File: config.mk
export PLATFORM = sky130hd
export DESIGN_NAME = muldiv_sequencer
export DESIGN_NICKNAME = d
export VERILOG_FILES = /design/src/rtl/muldiv_sequencer_pkg.sv /design/src/rtl/muldiv_sequencer.sv
export SDC_FILE = /design/constraint.sdc
export NUM_CORES = 1
export LEC_CHECK = 0
export ABC_CLOCK_PERIOD_IN_PS = 3500
export BUFFER_PORTS_ARGS = -buffer_cell sky130_fd_sc_hd__buf_4
export CAP_MARGIN = 10
export CORE_MARGIN = 10
export CORE_UTILIZATION = 35
export DETAILED_ROUTE_END_ITERATION = 10
export PLACE_DENSITY = 0.53
export SETUP_SLACK_MARGIN = 0.3
export SYNTH_ARGS = -nofsm -noshare
export SYNTH_HDL_FRONTEND = slang
export SYNTH_SLANG_ARGS = --single-unit
File: constraint.sdc
create_clock -name clk -period 3.5 [get_ports clk]
set_clock_uncertainty 0.2 [all_clocks]
set_input_delay 0.525 -clock clk [delete_from_list [all_inputs] [get_ports clk]]
set_output_delay 0.525 -clock clk [all_outputs]
set_load 0.005 [all_outputs]
File: src/rtl/muldiv_sequencer_pkg.sv
// Shared definitions for the iterative multiply/divide sequencer.
//   md_state_e     : sequencer state encoding (IDLE / CALC / FIX)
//   MD_MULT..DIVU  : 2-bit operation codes presented on the op port
//   md_is_signed() : true for MULT and DIV
//   md_is_div()    : true for DIV and DIVU
package muldiv_sequencer_pkg;

    typedef enum logic [1:0] {
        MD_IDLE = 2'd0,
        MD_CALC = 2'd1,
        MD_FIX  = 2'd2
    } md_state_e;

    localparam logic [1:0] MD_MULT  = 2'd0;
    localparam logic [1:0] MD_MULTU = 2'd1;
    localparam logic [1:0] MD_DIV   = 2'd2;
    localparam logic [1:0] MD_DIVU  = 2'd3;

    // Even op codes are the signed variants.
    function automatic logic md_is_signed(input logic [1:0] op_code);
        return ~op_code[0];
    endfunction

    // Upper op bit selects the divide family.
    function automatic logic md_is_div(input logic [1:0] op_code);
        return op_code[1];
    endfunction

endpackage

File: src/rtl/muldiv_sequencer.sv
// Iterative multiply/divide sequencer owning the HI/LO register pair.
// One operation takes a start edge, WIDTH iteration edges and one sign-fix
// edge; HI/LO are written on the fix edge and done pulses for one cycle.
//   clk     : rising-edge clock
//   rst_n   : synchronous active-low reset (discards any in-flight result)
//   start   : EXE stage holds a mul/div instruction (ignored while busy)
//   op      : 0 MULT, 1 MULTU, 2 DIV, 3 DIVU
//   a, b    : rs / rt operands after forwarding
//   rd_hilo : EXE/ID holds MFHI/MFLO
//   hi, lo  : HI / LO registers
//   busy    : operation in flight (CALC or FIX)
//   done    : one-cycle pulse, HI/LO were updated on the preceding edge
//   stall   : combinational hold request for PC/IR
module muldiv_sequencer
    import muldiv_sequencer_pkg::*;
#(
    parameter int WIDTH = 32
) (
    input  logic             clk,
    input  logic             rst_n,
    input  logic             start,
    input  logic [1:0]       op,
    input  logic [WIDTH-1:0] a,
    input  logic [WIDTH-1:0] b,
    input  logic             rd_hilo,
    output logic [WIDTH-1:0] hi,
    output logic [WIDTH-1:0] lo,
    output logic             busy,
    output logic             done,
    output logic             stall
);

    localparam int                 CNT_W      = (WIDTH > 1) ? $clog2(WIDTH) : 1;
    localparam logic [CNT_W-1:0]   CNT_LAST   = CNT_W'(WIDTH - 1);
    localparam logic [CNT_W-1:0]   CNT_ZERO   = {CNT_W{1'b0}};
    localparam logic [CNT_W-1:0]   CNT_ONE    = {{(CNT_W-1){1'b0}}, 1'b1};
    localparam logic [WIDTH-1:0]   ZERO_W     = {WIDTH{1'b0}};
    localparam logic [WIDTH-1:0]   ONE_W      = {{(WIDTH-1){1'b0}}, 1'b1};
    localparam logic [WIDTH-1:0]   ALL_ONES_W = {WIDTH{1'b1}};
    localparam logic [2*WIDTH-1:0] ZERO_2W    = {(2*WIDTH){1'b0}};
    localparam logic [2*WIDTH-1:0] ONE_2W     = {{(2*WIDTH-1){1'b0}}, 1'b1};

    md_state_e          state_r;
    md_state_e          state_nxt_s;
    logic               busy_r;
    logic               busy_nxt_s;
    logic               fix_s;
    logic               done_r;
    logic [WIDTH-1:0]   hi_r;
    logic [WIDTH-1:0]   lo_r;

    // Operation context captured at start.
    logic [CNT_W-1:0]   cnt_r;
    logic [1:0]         op_r;
    logic [WIDTH-1:0]   opa_r;    // multiplier (shifts right) or dividend (shifts left)
    logic [WIDTH-1:0]   opb_r;    // multiplicand or divisor magnitude
    logic [WIDTH-1:0]   raw_a_r;  // unmodified a, returned in HI on divide by zero
    logic [2*WIDTH-1:0] acc_r;    // product, or {remainder, quotient}
    logic               sign_a_r;
    logic               sign_b_r;
    logic               dbz_r;

    // Operand conditioning.
    logic               in_signed_s;
    logic               sign_a_in_s;
    logic               sign_b_in_s;
    logic [WIDTH-1:0]   mag_a_s;
    logic [WIDTH-1:0]   mag_b_s;

    // One iteration step.
    logic [WIDTH:0]     mul_sum_s;
    logic [2*WIDTH-1:0] mul_acc_s;
    logic [WIDTH:0]     div_shift_s;
    logic [WIDTH:0]     div_diff_s;
    logic [2*WIDTH-1:0] div_acc_s;
    logic [2*WIDTH-1:0] iter_acc_s;

    // Final sign correction.
    logic [2*WIDTH-1:0] prod_s;
    logic [WIDTH-1:0]   quot_s;
    logic [WIDTH-1:0]   rem_s;
    logic [WIDTH-1:0]   res_hi_s;
    logic [WIDTH-1:0]   res_lo_s;

    // State register plus registered busy flag.
    always_ff @(posedge clk) begin
        if (!rst_n) begin
            state_r <= MD_IDLE;
            busy_r  <= 1'b0;
        end else begin
            state_r <= state_nxt_s;
            busy_r  <= busy_nxt_s;
        end
    end

    // Next-state logic: start is only honoured from IDLE.
    always_comb begin
        state_nxt_s = state_r;
        case (state_r)
            MD_IDLE: begin
                if (start) begin
                    state_nxt_s = MD_CALC;
                end else begin
                    state_nxt_s = MD_IDLE;
                end
            end
            MD_CALC: begin
                if (cnt_r == CNT_LAST) begin
                    state_nxt_s = MD_FIX;
                end else begin
                    state_nxt_s = MD_CALC;
                end
            end
            MD_FIX: begin
                state_nxt_s = MD_IDLE;
            end
            default: begin
                state_nxt_s = MD_IDLE;
            end
        endcase
    end

    // State-derived outputs; busy is registered from the next state so it
    // drops in the same cycle done rises.
    always_comb begin
        busy_nxt_s = 1'b0;
        fix_s      = 1'b0;
        case (state_nxt_s)
            MD_CALC: busy_nxt_s = 1'b1;
            MD_FIX:  busy_nxt_s = 1'b1;
            default: busy_nxt_s = 1'b0;
        endcase
        if (state_r == MD_FIX) begin
            fix_s = 1'b1;
        end else begin
            fix_s = 1'b0;
        end
    end

    // Magnitudes and sign flags of the incoming operands.
    always_comb begin
        in_signed_s = md_is_signed(op);
        sign_a_in_s = in_signed_s & a[WIDTH-1];
        sign_b_in_s = in_signed_s & b[WIDTH-1];
        if (sign_a_in_s) begin
            mag_a_s = ~a + ONE_W;
        end else begin
            mag_a_s = a;
        end
        if (sign_b_in_s) begin
            mag_b_s = ~b + ONE_W;
        end else begin
            mag_b_s = b;
        end
    end

    // One shift/add (multiply) or restoring shift/subtract (divide) step.
    always_comb begin
        // Multiply: conditional add into the upper half, then shift {carry, acc} right.
        if (opa_r[0]) begin
            mul_sum_s = {1'b0, acc_r[2*WIDTH-1:WIDTH]} + {1'b0, opb_r};
        end else begin
            mul_sum_s = {1'b0, acc_r[2*WIDTH-1:WIDTH]};
        end
        mul_acc_s = {mul_sum_s, acc_r[WIDTH-1:1]};

        // Divide: next dividend bit enters the remainder; a clear borrow
        // bit means the trial subtraction is kept and the quotient bit is 1.
        div_shift_s = {acc_r[2*WIDTH-1:WIDTH], opa_r[WIDTH-1]};
        div_diff_s  = div_shift_s - {1'b0, opb_r};
        if (!div_diff_s[WIDTH]) begin
            div_acc_s = {div_diff_s[WIDTH-1:0], acc_r[WIDTH-2:0], 1'b1};
        end else begin
            div_acc_s = {div_shift_s[WIDTH-1:0], acc_r[WIDTH-2:0], 1'b0};
        end

        if (md_is_div(op_r)) begin
            iter_acc_s = div_acc_s;
        end else begin
            iter_acc_s = mul_acc_s;
        end
    end

    // Sign correction and divide-by-zero override for the write-back.
    always_comb begin
        quot_s   = acc_r[WIDTH-1:0];
        rem_s    = acc_r[2*WIDTH-1:WIDTH];
        prod_s   = acc_r;
        res_hi_s = hi_r;
        res_lo_s = lo_r;
        if (md_is_div(op_r)) begin
            if (dbz_r) begin
                res_hi_s = raw_a_r;
                res_lo_s = ALL_ONES_W;
            end else begin
                // Sign flags are only ever set for the signed ops.
                if (sign_a_r ^ sign_b_r) begin
                    res_lo_s = ~quot_s + ONE_W;
                end else begin
                    res_lo_s = quot_s;
                end
                if (sign_a_r) begin
                    res_hi_s = ~rem_s + ONE_W;
                end else begin
                    res_hi_s = rem_s;
                end
            end
        end else begin
            if (sign_a_r ^ sign_b_r) begin
                prod_s = ~acc_r + ONE_2W;
            end else begin
                prod_s = acc_r;
            end
            res_hi_s = prod_s[2*WIDTH-1:WIDTH];
            res_lo_s = prod_s[WIDTH-1:0];
        end
    end

    // Datapath: operand capture, iteration, HI/LO commit and done pulse.
    always_ff @(posedge clk) begin
        if (!rst_n) begin
            cnt_r    <= CNT_ZERO;
            op_r     <= MD_MULT;
            opa_r    <= ZERO_W;
            opb_r    <= ZERO_W;
            raw_a_r  <= ZERO_W;
            acc_r    <= ZERO_2W;
            sign_a_r <= 1'b0;
            sign_b_r <= 1'b0;
            dbz_r    <= 1'b0;
            hi_r     <= ZERO_W;
            lo_r     <= ZERO_W;
            done_r   <= 1'b0;
        end else begin
            done_r <= fix_s;
            case (state_r)
                MD_IDLE: begin
                    if (start) begin
                        op_r     <= op;
                        opa_r    <= mag_a_s;
                        opb_r    <= mag_b_s;
                        raw_a_r  <= a;
                        sign_a_r <= sign_a_in_s;
                        sign_b_r <= sign_b_in_s;
                        dbz_r    <= (b == ZERO_W);
                        acc_r    <= ZERO_2W;
                        cnt_r    <= CNT_ZERO;
                    end
                end
                MD_CALC: begin
                    acc_r <= iter_acc_s;
                    cnt_r <= cnt_r + CNT_ONE;
                    if (md_is_div(op_r)) begin
                        opa_r <= {opa_r[WIDTH-2:0], 1'b0};
                    end else begin
                        opa_r <= {1'b0, opa_r[WIDTH-1:1]};
                    end
                end
                MD_FIX: begin
                    hi_r <= res_hi_s;
                    lo_r <= res_lo_s;
                end
                default: begin
                    cnt_r <= CNT_ZERO;
                end
            endcase
        end
    end

    assign hi    = hi_r;
    assign lo    = lo_r;
    assign busy  = busy_r;
    assign done  = done_r;
    assign stall = busy_r & (start | rd_hilo);

endmodule

==> results by group <==
Synthesis
  – Post-synth EDFFs: 0
  – Post-synthesis cell type count: 80
  – Main synth FF type: dfxtp_1
  – YS warnings: 0
  – Mapped Area: 0.0168 mm²
  – Simple-Gate Fraction of Synth Area: 18.6%
  – Largest family of logic cells by synthesized area: compound AO/OA/AOI/OAI gates
  – Post-synth top area share: 28.2%
  – Syn_nets: 2,385
  – Synthesized instance count: 2,243
  – Most common cell in the synthesized netlist: nand2_1
  – Area leader, netlist: dfxtp_1
  – Synth area leaders: dfxtp_1, a21oi_1, nand2_1, xor2_1, mux2i_1
  – Compound-Gate Fraction of Synth Area: 26.3%
  – Synth Register Bits: 237
  – Register area share after synthesis: 28.2%
  – Most common library cells after synthesis: nand2_1, a21oi_1, dfxtp_1
  – Async set-or-reset flop fraction in the synthesized netlist: 0%
  – Syn_area_per_cell: 7.51 µm²
  – Synth Area in Adders: 5.44%
  – Proportion of synthesized area in mux cells: 5.41%
  – Post-synthesis xor/xnor area fraction: 10.6%

Timing
  – Final setup margin: 0.249 ns
  – Slew Limit Fails: 0
  – Fmax: 308 MHz
  – Part of the cycle the worst path needs: 92.9%
  – Hold_ws: 0.0241 ns
  – Setup violators final: 0
  – RSZ-0062 raised after global routing: yes
  – Final count of hold timing violations: 0
  – Worst rel slew slack: 19.1%
  – Worst Max-Slew Pin Slew: 1.21 ns
  – Final worst path period need: 3.25 ns

Run status
  – Status: completed

Place
  – Gpl congestion: 0.915
  – Hpwl dp: 42.9 mm
  – Dpl ws: -0.0671 ns
  – Dpl cell area: 0.0192 mm²
  – Port Buffer Count: 136

Routing
  – DR vias/cell: 5.52
  – Remaining antenna violation count: 0
  – Via count: 16,883
  – Final wirelength: 59.3 mm
  – DRC: 0
  – Initial DRT Pass Iterations: 6
  – DR iter-0 viols: 1,185
  – WL/cell: 19.4 µm

Global routing
  – Number of global-route vias before repair: 16,018
  – GR peak layer: met2
  – Met2 Track Usage GR: 32.7%
  – GRT overflow: 0
  – Met1 usage: 26.0%
  – Tot GR Track Use: 19.7%
  – Largest net degree at the start of global routing: 99
  – Initial antenna violation count: 0
  – First-pass GRT wire length: 91.2 mm
  – Met3 Use GR: 2.80%

Finish
  – Fillers: 4,794
  – N_diodes: 0
  – Layout cell share with drive strength beyond 1: 20.4%
  – Final Instance Area: 0.0213 mm²
  – Layout area overhead: 26.5%
  – Fin nets: 2,565

Clocking
  – Worst-path clk slew: 0.06 ns
  – Clk sinks: 237
  – CTS tree: done
  – Clock buffer depth: 3
  – Root Driver: clkbuf_16
  – Clk Latency, worst-skew pair: 0.59 ns
  – H-tree Lvls: 1
  – Cts bufs inserted: 30

Pwr
  – Net Sw Frac: 31.2%
  – Max VDD drop: 0.349 mV
  – Clock share of power: 38.9%
  – Sequential Power Share: 35.2%
  – P_sw: 2.58 mW
  – Comb pwr share: 25.8%
  – Pwr per Cell Area: 389 mW/mm²
  – Design Power: 8.28 mW
  – Leakage: 8.59 nW
  – Cell Int Power: 5.70 mW

Setup path
  – WP data arrival: 3.53 ns
  – CP startpoint kind: flip-flop
  – Crit path kind: reg2reg
  – Nature of the critical path endpoint: flip-flop
  – CP Max Fanout: 5
  – Data required time of the critical path: 3.78 ns

Die
  – Core area: 0.0476 mm²
  – Die area: 0.0573 mm²
  – Die Span Y: 239 µm
  – IO Count: 137
  – Die width: 239 µm
  – Initial Utilization: 35.3%
  – Std-Cell Rows: 80

Min path
  – Tightest Hold Check Type: in2reg

Run
  – Max-cap violations: 0
[power by group through the flow]
stage / Sequential, mW / Combinational (mW) / Clock [mW]
after floorplan: 2.92 / 1.19 / 0
after global placement: 2.97 / 1.76 / 0
after detailed placement: 2.97 / 1.77 / 0
after CTS: 2.91 / 1.98 / 3.32
after global routing: 2.93 / 2.33 / 3.43
final: 2.92 / 2.14 / 3.22
[routing by layer]
layer,routed length [µm],vias to the layer above
li1,-,8313
met1,26600,8067
met2,27600,418
met3,3440,85
met4,1670,0
met5,0,-
[metrics by stage]
stage / setup TNS (ns) / utilization, % / instances
final: 0 / 44.7 / 3061
after global routing: 0 / 44.7 / 3061
after CTS: 0 / 43.6 / 3046
after detailed placement: -0.0832 / 40.2 / 2960
after global placement: -0.0687 / 40.2 / 2960
after floorplan: 0 / - / 2243
[state kept, by name (all words and copies together) (netlist names)]
name and cells:
done 1, raw_a_r 32, cnt_r 5, op_r 1, busy 1, opa_r 32, hi 32, state_r 2
sign_b_r 1, sign_a_r 1, acc_r 64, opb_r 32, dbz_r 1, lo 32
[cell families after synthesis]
group | Yosys count
compound gates | 716
simple gates | 683
buf+inv | 240
flops | 237
xor+xnor | 204
mux | 91
fa+ha+maj | 72
[area by class of cell]
type	instances	area, µm²	area share, %
Clock buffer	40	818	3.84
Tap cell	615	769	3.61
Inverter	64	243	1.14
Sequential cell	237	4770	22.4
Clock inverter	15	206	0.969
Multi-Input combinational cell	1767	11800	55.4
Timing Repair Buffer	323	2710	12.7
[worst paths after layout]
kind                             startpoint           to  slack [ns]  depth (start not counted)
worst max-delay path               opb_r[0]    acc_r[46]        0.25                         16
worst max register to register     opb_r[0]    acc_r[46]        0.25                         16
worst min-delay path                  a[17]  raw_a_r[17]        0.02                          3
worst min register to register  raw_a_r[25]  raw_a_r[25]        0.26                          2
[worst max-delay path, stage by stage, from the launching register on]
cell and delay (ns):
dfxtp_2 0.32, buf_6 0.11, ha_4 0.15, fa_2 0.34
nand2b_4 0.16, a21oi_4 0.16, o21ai_4 0.10, a31oi_4 0.21
a31oi_4 0.13, o21ai_4 0.22, buf_6 0.14, xnor2_4 0.14
buf_12 0.20, buf_16 0.14, nand2_1 0.06, o211ai_1 0.09
a32o_1 0.26
[cell usage in the layout (no fill, tap or decap), types with 15 or more instances in the layout]
cell type    n
a211oi_1    41
a21o_1      37
a21oi_1    260
a32o_1      21
buf_4      283
clkbuf_16   31
dfxtp_1    221
dfxtp_2     15
ha_1        57
inv_1       59
mux2i_1     91
nand2_1    277
nand2b_1    19
nand3_1     38
nor2_1     186
nor3_1      34
o211ai_1    64
o21ai_0    136
o21ai_1     23
o31ai_1     22
or3_1       18
xnor2_1     98
xor2_1     102
[repair_timing]
action                     CTS  global route
setup buffers               13            13
gates resized for setup     50            99
hold buffers                14             0
pin swaps                   20            50
hold endpoints to repair    14             0
setup endpoints to repair   41            52
gates cloned                 4             2
No activity file was read; power rests on OpenSTA's default activity.
